$ cat src/rtl/muldiv_unit.sv
// muldiv_unit: iterative 32x32 multiply / divide unit with HI/LO result registers.
//
// Ports
//   clk     : clock, all state updates on the rising edge
//   rst     : synchronous active-high reset (priority over every other input)
//   A, B    : operands (multiplicand/dividend, multiplier/divisor)
//   MDctrl  : operation select (op_mult, op_multu, op_div, op_divu)
//   start   : begin an operation (accepted only while idle)
//   hi_we   : direct write of HI from wdata (idle only)
//   lo_we   : direct write of LO from wdata (idle only)
//   wdata   : data for the direct writes
//   busy    : operation in progress (32 cycles)
//   done    : one-cycle pulse in the first idle cycle after an operation
//   HI, LO  : product {HI,LO}, or remainder (HI) and quotient (LO)
//
// Both operations work on operand magnitudes in a shared 64-bit work
// register: the multiply shifts right with a conditional add into the upper
// half, and the restoring divide shifts the {remainder, quotient} pair left,
// producing one quotient bit per cycle. Signs are restored at completion.

module muldiv_unit #(
    parameter logic [1:0] op_mult  = 2'b00,
    parameter logic [1:0] op_multu = 2'b01,
    parameter logic [1:0] op_div   = 2'b10,
    parameter logic [1:0] op_divu  = 2'b11
) (
    input  logic        clk,
    input  logic        rst,
    input  logic [31:0] A,
    input  logic [31:0] B,
    input  logic [1:0]  MDctrl,
    input  logic        start,
    input  logic        hi_we,
    input  logic        lo_we,
    input  logic [31:0] wdata,
    output logic        busy,
    output logic        done,
    output logic [31:0] HI,
    output logic [31:0] LO
);

    typedef enum logic [0:0] {
        IDLE = 1'b0,
        RUN  = 1'b1
    } state_t;

    state_t      state_r;
    state_t      state_nxt_s;

    logic [4:0]  cnt_r;
    logic [63:0] work_r;
    logic [31:0] opnd_r;
    logic [31:0] a_r;
    logic        is_div_r;
    logic        neg_q_r;
    logic        neg_a_r;
    logic        b_zero_r;
    logic        busy_r;
    logic        done_r;
    logic [31:0] hi_r;
    logic [31:0] lo_r;

    logic        accept_s;
    logic        run_s;
    logic        finish_s;
    logic        signed_op_s;
    logic        is_div_s;
    logic        sa_s;
    logic        sb_s;
    logic [31:0] mag_a_s;
    logic [31:0] mag_b_s;
    logic [32:0] mul_sum_s;
    logic [63:0] mul_next_s;
    logic [32:0] div_shift_s;
    logic [32:0] div_diff_s;
    logic [63:0] div_next_s;
    logic [63:0] step_s;
    logic [63:0] prod_neg_s;
    logic [31:0] res_hi_s;
    logic [31:0] res_lo_s;

    assign busy = busy_r;
    assign done = done_r;
    assign HI   = hi_r;
    assign LO   = lo_r;

    // State register.
    always_ff @(posedge clk) begin
        if (rst) begin
            state_r <= IDLE;
        end else begin
            state_r <= state_nxt_s;
        end
    end

    // Next-state logic: IDLE -> RUN on start, RUN -> IDLE on the last iteration.
    always_comb begin
        state_nxt_s = state_r;
        case (state_r)
            IDLE: begin
                if (start) begin
                    state_nxt_s = RUN;
                end else begin
                    state_nxt_s = IDLE;
                end
            end
            RUN: begin
                if (cnt_r == 5'd31) begin
                    state_nxt_s = IDLE;
                end else begin
                    state_nxt_s = RUN;
                end
            end
            default: state_nxt_s = IDLE;
        endcase
    end

    // Output/control decode from the current state.
    always_comb begin
        accept_s = 1'b0;
        run_s    = 1'b0;
        finish_s = 1'b0;
        case (state_r)
            IDLE: begin
                accept_s = start;
            end
            RUN: begin
                run_s    = 1'b1;
                finish_s = (cnt_r == 5'd31);
            end
            default: begin
                accept_s = 1'b0;
            end
        endcase
    end

    // Registered busy/done; done marks the completion edge for one cycle.
    always_ff @(posedge clk) begin
        if (rst) begin
            busy_r <= 1'b0;
            done_r <= 1'b0;
        end else begin
            busy_r <= (state_nxt_s == RUN);
            done_r <= finish_s;
        end
    end

    // Operand decode at acceptance: signedness and magnitudes.
    always_comb begin
        signed_op_s = (MDctrl == op_mult) || (MDctrl == op_div);
        is_div_s    = (MDctrl == op_div) || (MDctrl == op_divu);
        sa_s        = signed_op_s & A[31];
        sb_s        = signed_op_s & B[31];
        if (sa_s) begin
            mag_a_s = 32'd0 - A;
        end else begin
            mag_a_s = A;
        end
        if (sb_s) begin
            mag_b_s = 32'd0 - B;
        end else begin
            mag_b_s = B;
        end
    end

    // One iteration of the selected algorithm on the work register.
    always_comb begin
        // Multiply: add multiplicand into the upper half when the LSB is set, shift right.
        mul_sum_s  = {1'b0, work_r[63:32]} + (work_r[0] ? {1'b0, opnd_r} : 33'd0);
        mul_next_s = {mul_sum_s, work_r[31:1]};
        // Divide: shift {rem, quo} left; keep the difference when it does not borrow.
        div_shift_s = {work_r[63:32], work_r[31]};
        div_diff_s  = div_shift_s - {1'b0, opnd_r};
        if (div_diff_s[32]) begin
            div_next_s = {div_shift_s[31:0], work_r[30:0], 1'b0};
        end else begin
            div_next_s = {div_diff_s[31:0], work_r[30:0], 1'b1};
        end
        if (is_div_r) begin
            step_s = div_next_s;
        end else begin
            step_s = mul_next_s;
        end
    end

    // Sign correction and special cases applied to the final iteration.
    always_comb begin
        prod_neg_s = 64'd0 - step_s;
        res_hi_s   = step_s[63:32];
        res_lo_s   = step_s[31:0];
        if (is_div_r) begin
            if (b_zero_r) begin
                res_hi_s = a_r;
                res_lo_s = 32'hFFFF_FFFF;
            end else begin
                // Quotient takes A^B sign, remainder takes the dividend sign.
                // 80000000 / -1 yields magnitude 80000000 with positive sign,
                // which already reads back as 80000000.
                res_lo_s = neg_q_r ? (32'd0 - step_s[31:0])  : step_s[31:0];
                res_hi_s = neg_a_r ? (32'd0 - step_s[63:32]) : step_s[63:32];
            end
        end else begin
            if (neg_q_r) begin
                res_hi_s = prod_neg_s[63:32];
                res_lo_s = prod_neg_s[31:0];
            end else begin
                res_hi_s = step_s[63:32];
                res_lo_s = step_s[31:0];
            end
        end
    end

    // Datapath: latch operands on acceptance, iterate while running.
    always_ff @(posedge clk) begin
        if (rst) begin
            cnt_r    <= 5'd0;
            work_r   <= 64'd0;
            opnd_r   <= 32'd0;
            a_r      <= 32'd0;
            is_div_r <= 1'b0;
            neg_q_r  <= 1'b0;
            neg_a_r  <= 1'b0;
            b_zero_r <= 1'b0;
        end else if (accept_s) begin
            cnt_r    <= 5'd0;
            a_r      <= A;
            is_div_r <= is_div_s;
            neg_q_r  <= sa_s ^ sb_s;
            neg_a_r  <= sa_s;
            b_zero_r <= (B == 32'd0);
            if (is_div_s) begin
                work_r <= {32'd0, mag_a_s};
                opnd_r <= mag_b_s;
            end else begin
                work_r <= {32'd0, mag_b_s};
                opnd_r <= mag_a_s;
            end
        end else if (run_s) begin
            cnt_r  <= cnt_r + 5'd1;
            work_r <= step_s;
        end
    end

    // HI/LO: result at completion, otherwise direct writes while idle.
    always_ff @(posedge clk) begin
        if (rst) begin
            hi_r <= 32'd0;
            lo_r <= 32'd0;
        end else if (finish_s) begin
            hi_r <= res_hi_s;
            lo_r <= res_lo_s;
        end else if (state_r == IDLE) begin
            if (hi_we) begin
                hi_r <= wdata;
            end
            if (lo_we) begin
                lo_r <= wdata;
            end
        end
    end

endmodule

$ cat config.mk
export PLATFORM = sky130hd
export DESIGN_NAME = muldiv_unit
export DESIGN_NICKNAME = d
export VERILOG_FILES = /design/src/rtl/muldiv_unit.sv
export SDC_FILE = /design/constraint.sdc
export NUM_CORES = 1
export LEC_CHECK = 0
export CORE_ASPECT_RATIO = 0.75
export CORE_MARGIN = 4
export CORE_UTILIZATION = 42
export CTS_BUF_LIST = sky130_fd_sc_hd__clkbuf_8
export DETAILED_ROUTE_END_ITERATION = 12
export PLACE_DENSITY = 0.62
export REMOVE_ABC_BUFFERS = 1
export SYNTH_ARGS = -nofsm -noshare
export SYNTH_HDL_FRONTEND = slang
export SYNTH_SLANG_ARGS = --single-unit
$ cat constraint.sdc
create_clock -name clk -period 6.77 [get_ports clk]
set_input_delay 2.031 -clock clk [delete_from_list [all_inputs] [get_ports clk]]
set_output_delay 2.031 -clock clk [all_outputs]
set_load 0.05 [all_outputs]
==> results of run 1 <==
## worst max-delay path, stage by stage, from the launching register on
cell and delay [ps]:
sky130_fd_sc_hd__dfxtp_1 410, sky130_fd_sc_hd__inv_1 100, sky130_fd_sc_hd__ha_1 220, sky130_fd_sc_hd__inv_1 70
sky130_fd_sc_hd__fa_1 240, sky130_fd_sc_hd__a211oi_2 100, sky130_fd_sc_hd__o211ai_2 210, sky130_fd_sc_hd__nand4_2 270
sky130_fd_sc_hd__a21oi_2 390, sky130_fd_sc_hd__o31ai_4 90, sky130_fd_sc_hd__nand3_1 310, sky130_fd_sc_hd__o21ai_0 260
sky130_fd_sc_hd__inv_1 110, sky130_fd_sc_hd__ha_1 190, sky130_fd_sc_hd__o21ai_0 160, sky130_fd_sc_hd__or2_2 370
sky130_fd_sc_hd__nor3_1 540, sky130_fd_sc_hd__nand2_1 230, sky130_fd_sc_hd__or2_1 310, sky130_fd_sc_hd__nor2_1 110
sky130_fd_sc_hd__buf_4 200, sky130_fd_sc_hd__nand2_1 130, sky130_fd_sc_hd__o21ai_0 560, sky130_fd_sc_hd__xor2_1 200
sky130_fd_sc_hd__nand2_1 70, sky130_fd_sc_hd__a21oi_1 170
## worst max path at each step
| stage | to | slack (ps) | depth (start not counted) |
|---|---|---|---|
| 6_report | HI[8] | 660 | 25 |
| 5_1_grt | HI[16] | 420 | 23 |
| 4_1_cts | HI[16] | 930 | 25 |
| 3_5_place_dp | HI[16] | 980 | 25 |
| 3_3_place_gp | work_r[26] | 1100 | 13 |
| 2_1_floorplan | HI[13] | -1250 | 10 |
## logic make-up (layout without fill, tap and decap cells)
logic type / after synthesis / count (layout) / share of synthesized area
buffers and inverters: 241 / 359 / 0.0530
and+or+nand+nor: 936 / 936 / 0.240
AOI/OAI and AO/OA: 822 / 822 / 0.300
muxes: 77 / 77 / 0.0431
DFF: 203 / 203 / 0.222
adders and majority gates: 72 / 72 / 0.0501
xor gates and xnor gates: 190 / 190 / 0.0910
## per-layer routing
layer  share of wire  wire, um  track usage  up-vias
met5         0.00016        13            0        -
met4           0.036      2880        0.103        2
met3            0.10      8210       0.0629      147
met2            0.40     32000        0.463     1160
met1            0.46     36200        0.478     9806
li1                -         -            -     9432
## cells in the mapped netlist, types with 66 or more instances
| library cell | number |
|---|---|
| sky130_fd_sc_hd__a211oi_1 | 90 |
| sky130_fd_sc_hd__a21oi_1 | 268 |
| sky130_fd_sc_hd__clkbuf_1 | 117 |
| sky130_fd_sc_hd__dfxtp_1 | 203 |
| sky130_fd_sc_hd__ha_1 | 70 |
| sky130_fd_sc_hd__inv_1 | 73 |
| sky130_fd_sc_hd__nand2_1 | 359 |
| sky130_fd_sc_hd__nor2_1 | 234 |
| sky130_fd_sc_hd__nor3_1 | 66 |
| sky130_fd_sc_hd__o21ai_0 | 129 |
| sky130_fd_sc_hd__xnor2_1 | 94 |
| sky130_fd_sc_hd__xor2_1 | 96 |
## registers in the layout (all words and copies together) (netlist names)
register / flops
neg_a_r: 1
is_div_r: 1
opnd_r: 32
neg_q_r: 1
LO: 32
HI: 32
b_zero_r: 1
work_r: 64
done: 1
busy: 1
a_r: 32
cnt_r: 5
## final cells by class
cell class                 instances  area share
clock buffer                      49      0.0318
clock inverter                    17     0.00467
inverter                          75      0.0133
multi-input combinational       2097       0.627
sequential                       203       0.192
tap                              569      0.0336
timing repair buffer             218      0.0975
## power breakdown
group | internal [mW] | switching (mW) | total, mW
clock network | 0.685 | 0.600 | 1.28
registers | 1.27 | 0.0809 | 1.35
logic | 0.512 | 0.980 | 1.49
## through the flow
| stage | area (um^2) | setup TNS, ps |
|---|---|---|
| floorplan | 17600 | -36060 |
| global placement | 20400 | 0 |
| detailed placement | 20400 | 0 |
| CTS | 21200 | 0 |
| global route | 21200 | 0 |
| finish | 21200 | 0 |
==> results.md, run 1 <==
| Step | Metric | This run |
|:---|:---|:---|
| floorplanning | Initial core utilization | 0.430 |
| min path | Startpoint of the lowest-slack hold path | LO[30] |
| floorplanning | Rows | 65 |
| synthesis | Top cell type by total area after synthesis | sky130_fd_sc_hd__dfxtp_1 |
| detailed routing | Via-to-Cell Ratio | 6.37 |
| finish | Count of antenna diodes in the layout | 0 |
| pwr | VDD IR max | 123 uV |
| timing | Final period demand of the worst path | 6110 ps |
| min path | End of the worst hold path | LO[30] |
| finish | Commonest cells after routing, fill and taps aside | 358 x sky130_fd_sc_hd__nand2_1, 267 x sky130_fd_sc_hd__a21oi_1, 233 x sky130_fd_sc_hd__nor2_1 |
| global routing | Total gr overflow | 0 |
| cts | Clock-pin slew reported for the worst setup and hold paths after clock tree synthesis | 70 ps |
| finish | Final core utilization | 0.498 |
| cts | Clock Latency Late Sink | 590 ps |
| synthesis | Register bit count reported by yosys | 203 |
| synthesis | Post-Syn Area per Cell | 7.20 um^2 |
| critical path | WP data arrival | 6600 ps |
| place | Cell total after placement | 3162 |
| place | DP Wirelength | 60.3 mm |
| timing | Endpoints failing setup | 0 |
| pwr | Tot Pwr | 4.12 mW |
| cts | # hold bufs at CTS | 0 |
| timing | Final hold viol count | 0 |
| run | Max-cap violation count | 0 |
| timing | Worst slew pin tran | 1210 ps |
| global routing | Via count of the first global-routing pass | 18900 |
| floorplanning | Number of primary I/O pins | 169 |
| synthesis | Number of enable flip-flop cells after synthesis | 0 |
| cts | CTS tree | built |
| detailed routing | First-pass detailed-route iteration total | 7 |
| synthesis | Synth top area cells | sky130_fd_sc_hd__dfxtp_1 22%, sky130_fd_sc_hd__nand2_1 7.4%, sky130_fd_sc_hd__a21oi_1 7.3% |
| pwr | Total power per unit cell area | 195 mW/mm^2 |
| cts | Total setup buffers inserted after CTS | 0 |
| cts | Htree depth | 2 |
| place | Post-Place Worst Slack | 976 ps |
| synthesis | Synthesized area | 0.0183 mm^2 |
| floorplanning | Die X-Extent | 249 um |
| timing | Setup repair after global routing missed its margin | no |
| timing | Worst slew margin | 0.192 |
| floorplanning | Area of the die | 0.0470 mm^2 |
| detailed routing | Number of antenna-violating nets in the routed design | 0 |
| timing | Final cycle utilization of the critical path | 0.902 |
| finish | Synth-to-Final Area Change | 15.8% |
| finish | Total of fill cells in the finished design | 4305 |
| floorplanning | Area of the core | 0.0425 mm^2 |
| critical path | Length in cells of the worst reg-to-reg path | 25 |
| synthesis | Library cells used by synthesis | 103 |
| synthesis | Warnings, synthesis | 0 |
| global routing | Initial antenna violation count | 1 |
| global routing | Tot GR Track Use | 0.321 |
| critical path | Type of destination of the critical path | register |
| floorplanning | Die height | 189 um |
| detailed routing | DRT Wirelength | 79.2 mm |
| critical path | Kind of start point of the critical path | register |
| detailed routing | Violation count after the first detailed-routing iteration | 2650 |
| detailed routing | Per-cell routed wire length | 24.5 um |
| cts | Clock Sink Count | 203 |
| pwr | Cell leakage power | 8.05 nW |
| cts | Resize count post-CTS | 0 |
| timing | Fin worst setup slack | 661 ps |
| finish | Final non-filler cell total | 3228 |
| synthesis | FFs w/ async S/R, synth | 0 |
| critical path | Reg-to-Reg End | HI[8] |
| critical path | Worst setup path class | reg2reg |
| detailed routing | Remaining DRCs | 0 |
| critical path | Required time at the endpoint of the critical path | 7260 ps |
| min path | WHS Path Cells | 2 |
| critical path | Worst reg-to-reg setup slack | 660 ps |
| detailed routing | Vias after detailed routing | 20500 |
| cts | Clock tree root buffer cell | sky130_fd_sc_hd__clkbuf_8 |
| finish | Number of nets at the end of the flow | 2808 |
| finish | Sequential standard cell area | 0.00407 mm^2 |
| critical path | Startpoint of the worst-slack reg-to-reg timing path | work_r[31] |
| synthesis | Seq/Total Area, Yosys | 0.222 |
| cts | Maximum clock insertion buffer count | 3 |
| global routing | Global-route wire length before repair | 119 mm |
| cts | Total clock buffers created by CTS | 38 |
| timing | Fmax | 164 MHz |
| synthesis | Top-area cell type share of the netlist area | 0.222 |
| finish | Layout cell share with drive strength beyond 1 | 0.0741 |
| finish | Most common library cell in the layout ignoring fill and taps | sky130_fd_sc_hd__nand2_1 |
| critical path | Largest fanout on the critical path | 6 |
| critical path | Crit path from | work_r[31] |
| place | Final weighted congestion in routability-driven placement | 1.01 |
| finish | Footprint of the multi-input gates | 0.0133 mm^2 |
| run status | Status | completed |
| synthesis | Most used flip-flop cell after synthesis | sky130_fd_sc_hd__dfxtp_1 |
| timing | Pins Over Slew Limit | 0 |
| global routing | Maximum number of pins on one net before global-route repair | 123 |
| min path | Worst hold path type | reg2reg |
| timing | Maximum clock skew at final layout | 37.9 ps |
| timing | Final-layout worst hold slack | 449 ps |
| synthesis | Gate count after technology mapping | 2541 |
| place | Count of port buffers added during placement | 168 |
(Power assumes the default switching activity.)
==> inputs of run 2 (changes only) <==
--- a/config.mk
+++ b/config.mk
@@ -5,12 +5,16 @@
 export SDC_FILE = /design/constraint.sdc
 export NUM_CORES = 1
 export LEC_CHECK = 0
+export CELL_PAD_IN_SITES_DETAIL_PLACEMENT = 0
+export CELL_PAD_IN_SITES_GLOBAL_PLACEMENT = 1
 export CORE_ASPECT_RATIO = 0.75
 export CORE_MARGIN = 4
 export CORE_UTILIZATION = 42
 export CTS_BUF_LIST = sky130_fd_sc_hd__clkbuf_8
 export DETAILED_ROUTE_END_ITERATION = 12
-export PLACE_DENSITY = 0.62
+export GPL_TIMING_DRIVEN = 0
+export PLACE_DENSITY = 0.81
+export RECOVER_POWER = 50
 export REMOVE_ABC_BUFFERS = 1
 export SYNTH_ARGS = -nofsm -noshare
 export SYNTH_HDL_FRONTEND = slang
==> results.md, run 2 (synthesis gave the netlist of run 1 again) <==
| Step | Metric | This run | vs previous |
|:---|:---|:---|:---|
| run status | Status | finished with violations |  |
| run status | Violations in the final reports | max-capacitance violations, max-slew violations |  |
| critical path | Buffers and inverters on the worst path | 3 | -1 |
| timing | Endpoints failing setup | 0 | unchanged |
| place | Post-Place Worst Slack | -1260 ps | -2240 ps |
| pwr | Cell internal power dissipation | 2.44 mW | -0.83% |
| pwr | Cell leakage power | 8.08 nW | +0.49% |
| floorplanning | Die height | 189 um | unchanged |
| critical path | Startpoint of the worst-slack reg-to-reg timing path | work_r[31] |  |
| cts | Htree depth | 2 | unchanged |
| pwr | VDD IR max | 140 uV | +14% |
| timing | Fmax | 154 MHz | -5.9% |
| timing | Pins Over Slew Limit | 345 | +345 |
| critical path | End of the critical path | HI[30] |  |
| pwr | Sw Ratio | 0.402 | -0.000660 |
| finish | Synth-to-Final Area Change | 15.3% |  |
| pwr | Net switching power | 1.64 mW | -1.1% |
| global routing | Maximum number of pins on one net before global-route repair | 115 | -6.5% |
| floorplanning | Initial core utilization | 0.430 | unchanged |
| cts | Clock Latency Late Sink | 600 ps | about the same |
| finish | Layout cell share with drive strength beyond 1 | 0.0678 | -0.00628 |
| finish | Design Area, Final | 0.0211 mm^2 | -0.46% |
| timing | Fin worst setup slack | 278 ps | -383 ps |
| place | Cell total after placement | 3122 | -1.3% |
| pwr | Clock network power share | 0.318 | +0.007 |
| finish | Number of nets at the end of the flow | 2772 | -1.3% |
| floorplanning | Rows | 65 | unchanged |
| detailed routing | Per-cell routed wire length | 22.8 um | -7.0% |
| place | Count of port buffers added during placement | 168 | unchanged |
| finish | Register ranked first by flip-flop count | work_r |  |
| timing | Maximum clock skew at final layout | 28.1 ps | -9.83 ps |
| cts | CTS tree | built |  |
| finish | Count of antenna diodes in the layout | 0 | unchanged |
| critical path | Required time at the endpoint of the critical path | 7140 ps | -120 ps |
| timing | Worst slew margin | -0.861 | -1.05 |
| run | Max-cap violation count | 5 | +5 |
| detailed routing | DRT Wirelength | 72.9 mm | -8.0% |
| pwr | Tot Pwr | 4.08 mW | -0.94% |
| critical path | Worst setup path class | reg2reg |  |
| critical path | Type of destination of the critical path | register |  |
| floorplanning | Area of the core | 0.0425 mm^2 | unchanged |
| pwr | Total power per unit cell area | 194 mW/mm^2 | -0.49% |
| timing | Final sum of negative setup slack | 0 ps | unchanged |
| detailed routing | Violation count after the first detailed-routing iteration | 2136 | -19% |
| critical path | Largest fanout on the critical path | 23 | +17 |
| pwr | Share of total power in combinational logic | 0.348 | -0.014 |
| critical path | Kind of cell adding the most delay to the critical path | simple AND/OR/NAND/NOR gates |  |
| global routing | Initial antenna violation count | 2 | +1 |
| finish | Largest register FFs | 64 | unchanged |
| timing | Final-layout worst hold slack | 447 ps | -1.82 ps |
| cts | # hold bufs at CTS | 0 | unchanged |
| finish | Total of fill cells in the finished design | 4324 | +0.44% |
| timing | Final hold viol count | 0 | unchanged |
| detailed routing | Via-to-Cell Ratio | 6.25 | -1.9% |
| finish | Most common library cell in the layout ignoring fill and taps | sky130_fd_sc_hd__nand2_1 |  |
| min path | Worst hold path type | reg2reg |  |
| place | Total cell area at the placement stage | 0.0203 mm^2 | -0.70% |
| finish | Commonest cells after routing, fill and taps aside | 357 x sky130_fd_sc_hd__nand2_1, 267 x sky130_fd_sc_hd__a21oi_1, 233 x sky130_fd_sc_hd__nor2_1 |  |
| critical path | Instance count on the critical path | 21 | -16% |
| detailed routing | Remaining DRCs | 0 | unchanged |
| critical path | WP data arrival | 6870 ps | +270 ps |
| pwr | Sequential group share of total power | 0.334 | +0.007 |
| critical path | Cell chain of the critical path | clkinvlp_4, ha_1, inv_1, fa_1, a211oi_2, o211ai_2, nand4_2, a21o_2, and3_1, nor2_4, nand2_1, a31oi_1, inv_1, ha_1, o21ai_2, nor2_1, nand4_2, nor4_2, mux2_1, o221ai_1, o32ai_2 |  |
| cts | Maximum clock insertion buffer count | 3 | unchanged |
| critical path | Crit path from | work_r[31] |  |
| cts | Clock tree root buffer cell | sky130_fd_sc_hd__clkbuf_8 |  |
| global routing | Tot GR Track Use | 0.294 | -0.0269 |
| global routing | Via count of the first global-routing pass | 18500 | -1.9% |
| critical path | Length in cells of the worst reg-to-reg path | 21 | -16% |
| detailed routing | Number of antenna-violating nets in the routed design | 0 | unchanged |
| critical path | Kind of start point of the critical path | register |  |
| critical path | Largest stage delay, worst path | 1090 ps | +530 ps |
| timing | Worst slew pin tran | 2790 ps | +1580 ps |
| timing | Setup repair after global routing missed its margin | no |  |
| finish | Final core utilization | 0.496 | -0.00227 |
| global routing | Global-route wire length before repair | 110 mm | -7.0% |
| detailed routing | First-pass detailed-route iteration total | 8 | +1 |
| cts | Clock-pin slew reported for the worst setup and hold paths after clock tree synthesis | 60 ps | about the same |
| cts | Clock Sink Count | 203 | unchanged |
| critical path | Slowest library cell on the worst path | sky130_fd_sc_hd__and3_1 |  |
| global routing | Total gr overflow | 0 | unchanged |
| cts | Total clock buffers created by CTS | 37 | -2.6% |
| place | DP Wirelength | 55.1 mm | -8.6% |
| critical path | Reg-to-Reg End | HI[30] |  |
| place | Final weighted congestion in routability-driven placement | 0.971 | -4.1% |
| critical path | Worst reg-to-reg setup slack | 280 ps | -380 ps |
| timing | Final cycle utilization of the critical path | 0.959 | +0.0566 |
| finish | Final non-filler cell total | 3194 | -1.1% |
| floorplanning | Number of primary I/O pins | 169 | unchanged |
| timing | Final period demand of the worst path | 6490 ps | +383 ps |
| detailed routing | Vias after detailed routing | 20000 | -2.9% |
| floorplanning | Die X-Extent | 249 um | unchanged |
| floorplanning | Area of the die | 0.0470 mm^2 | unchanged |
run 2: cell types whose count changed in the layout (fill, tap and decap cells not counted), moves of 3 or more:
cell,delta
sky130_fd_sc_hd__buf_12,+5
sky130_fd_sc_hd__buf_16,+3
sky130_fd_sc_hd__buf_4,-43
sky130_fd_sc_hd__clkbuf_8,-5
sky130_fd_sc_hd__clkdlybuf4s50_1,-67
sky130_fd_sc_hd__clkinv_2,+4
sky130_fd_sc_hd__clkinvlp_4,+3
sky130_fd_sc_hd__dfxtp_1,-3
sky130_fd_sc_hd__dfxtp_2,+4
sky130_fd_sc_hd__dlygate4sd3_1,+66
sky130_fd_sc_hd__inv_1,-5
run 2: how the worst min path moves through the flow:
stage                  from       to  slack (ps)  cells past startpoint
floorplan           a_r[12]  a_r[12]         430                      2
global placement     LO[26]   LO[26]         440                      2
detailed placement   LO[16]   LO[16]         440                      2
CTS                  LO[16]   LO[16]         450                      2
global route        a_r[29]  a_r[29]         480                      2
finish               LO[16]   LO[16]         450                      2
run 2: layout make-up:
class	count	area, um^2	area share
Multi-Input combinational cell	2097	13300	0.632
Timing Repair Buffer	183	1910	0.0908
Clock buffer	44	606	0.0287
Sequential cell	203	4070	0.193
Tap cell	569	712	0.0338
Clock inverter	23	170	0.00807
Inverter	75	285	0.0135
run 2: repair_timing:
item | 4_1_cts | 5_1_grt
resized for setup | 6 | 4
gates cloned | 0 | 0
hold endpoints to repair | 0 | 0
pin swaps | 1 | 0
setup endpoints to repair | 16 | 22
setup buffers | 2 | 3
run 2: power groups by stage:
stage | combinational, mW | clock, mW | sequential, mW
detailed placement | 1.39 | 0 | 1.39
global placement | 1.36 | 0 | 1.41
global route | 1.53 | 1.36 | 1.37
finish | 1.42 | 1.30 | 1.36
CTS | 1.40 | 1.30 | 1.36
floorplan | 0.829 | 0 | 1.44
run 2: metal layers:
metal / vias up / track usage / part of all wire
li1: 9358 / - / -
met1: 9598 / 0.434 / 0.46
met5: - / 0 / 0
met3: 96 / 0.0640 / 0.094
met4: 0 / 0.0617 / 0.021
met2: 902 / 0.440 / 0.42
run 2: worst reg2reg max path: stages, from the launching register on:
cell                         delay (ps)
sky130_fd_sc_hd__dfxtp_2            420
sky130_fd_sc_hd__clkinvlp_4         140
sky130_fd_sc_hd__ha_1               190
sky130_fd_sc_hd__inv_1               60
sky130_fd_sc_hd__fa_1               450
sky130_fd_sc_hd__a211oi_2           330
sky130_fd_sc_hd__o211ai_2           150
sky130_fd_sc_hd__nand4_2            240
sky130_fd_sc_hd__a21o_2             270
sky130_fd_sc_hd__and3_1            1090
sky130_fd_sc_hd__nor2_4             390
sky130_fd_sc_hd__nand2_1            180
sky130_fd_sc_hd__a31oi_1            170
sky130_fd_sc_hd__inv_1              130
sky130_fd_sc_hd__ha_1               220
sky130_fd_sc_hd__o21ai_2            150
sky130_fd_sc_hd__nor2_1             450
sky130_fd_sc_hd__nand4_2            340
sky130_fd_sc_hd__nor4_2             260
sky130_fd_sc_hd__mux2_1             360
sky130_fd_sc_hd__o221ai_1           190
sky130_fd_sc_hd__o32ai_2            140
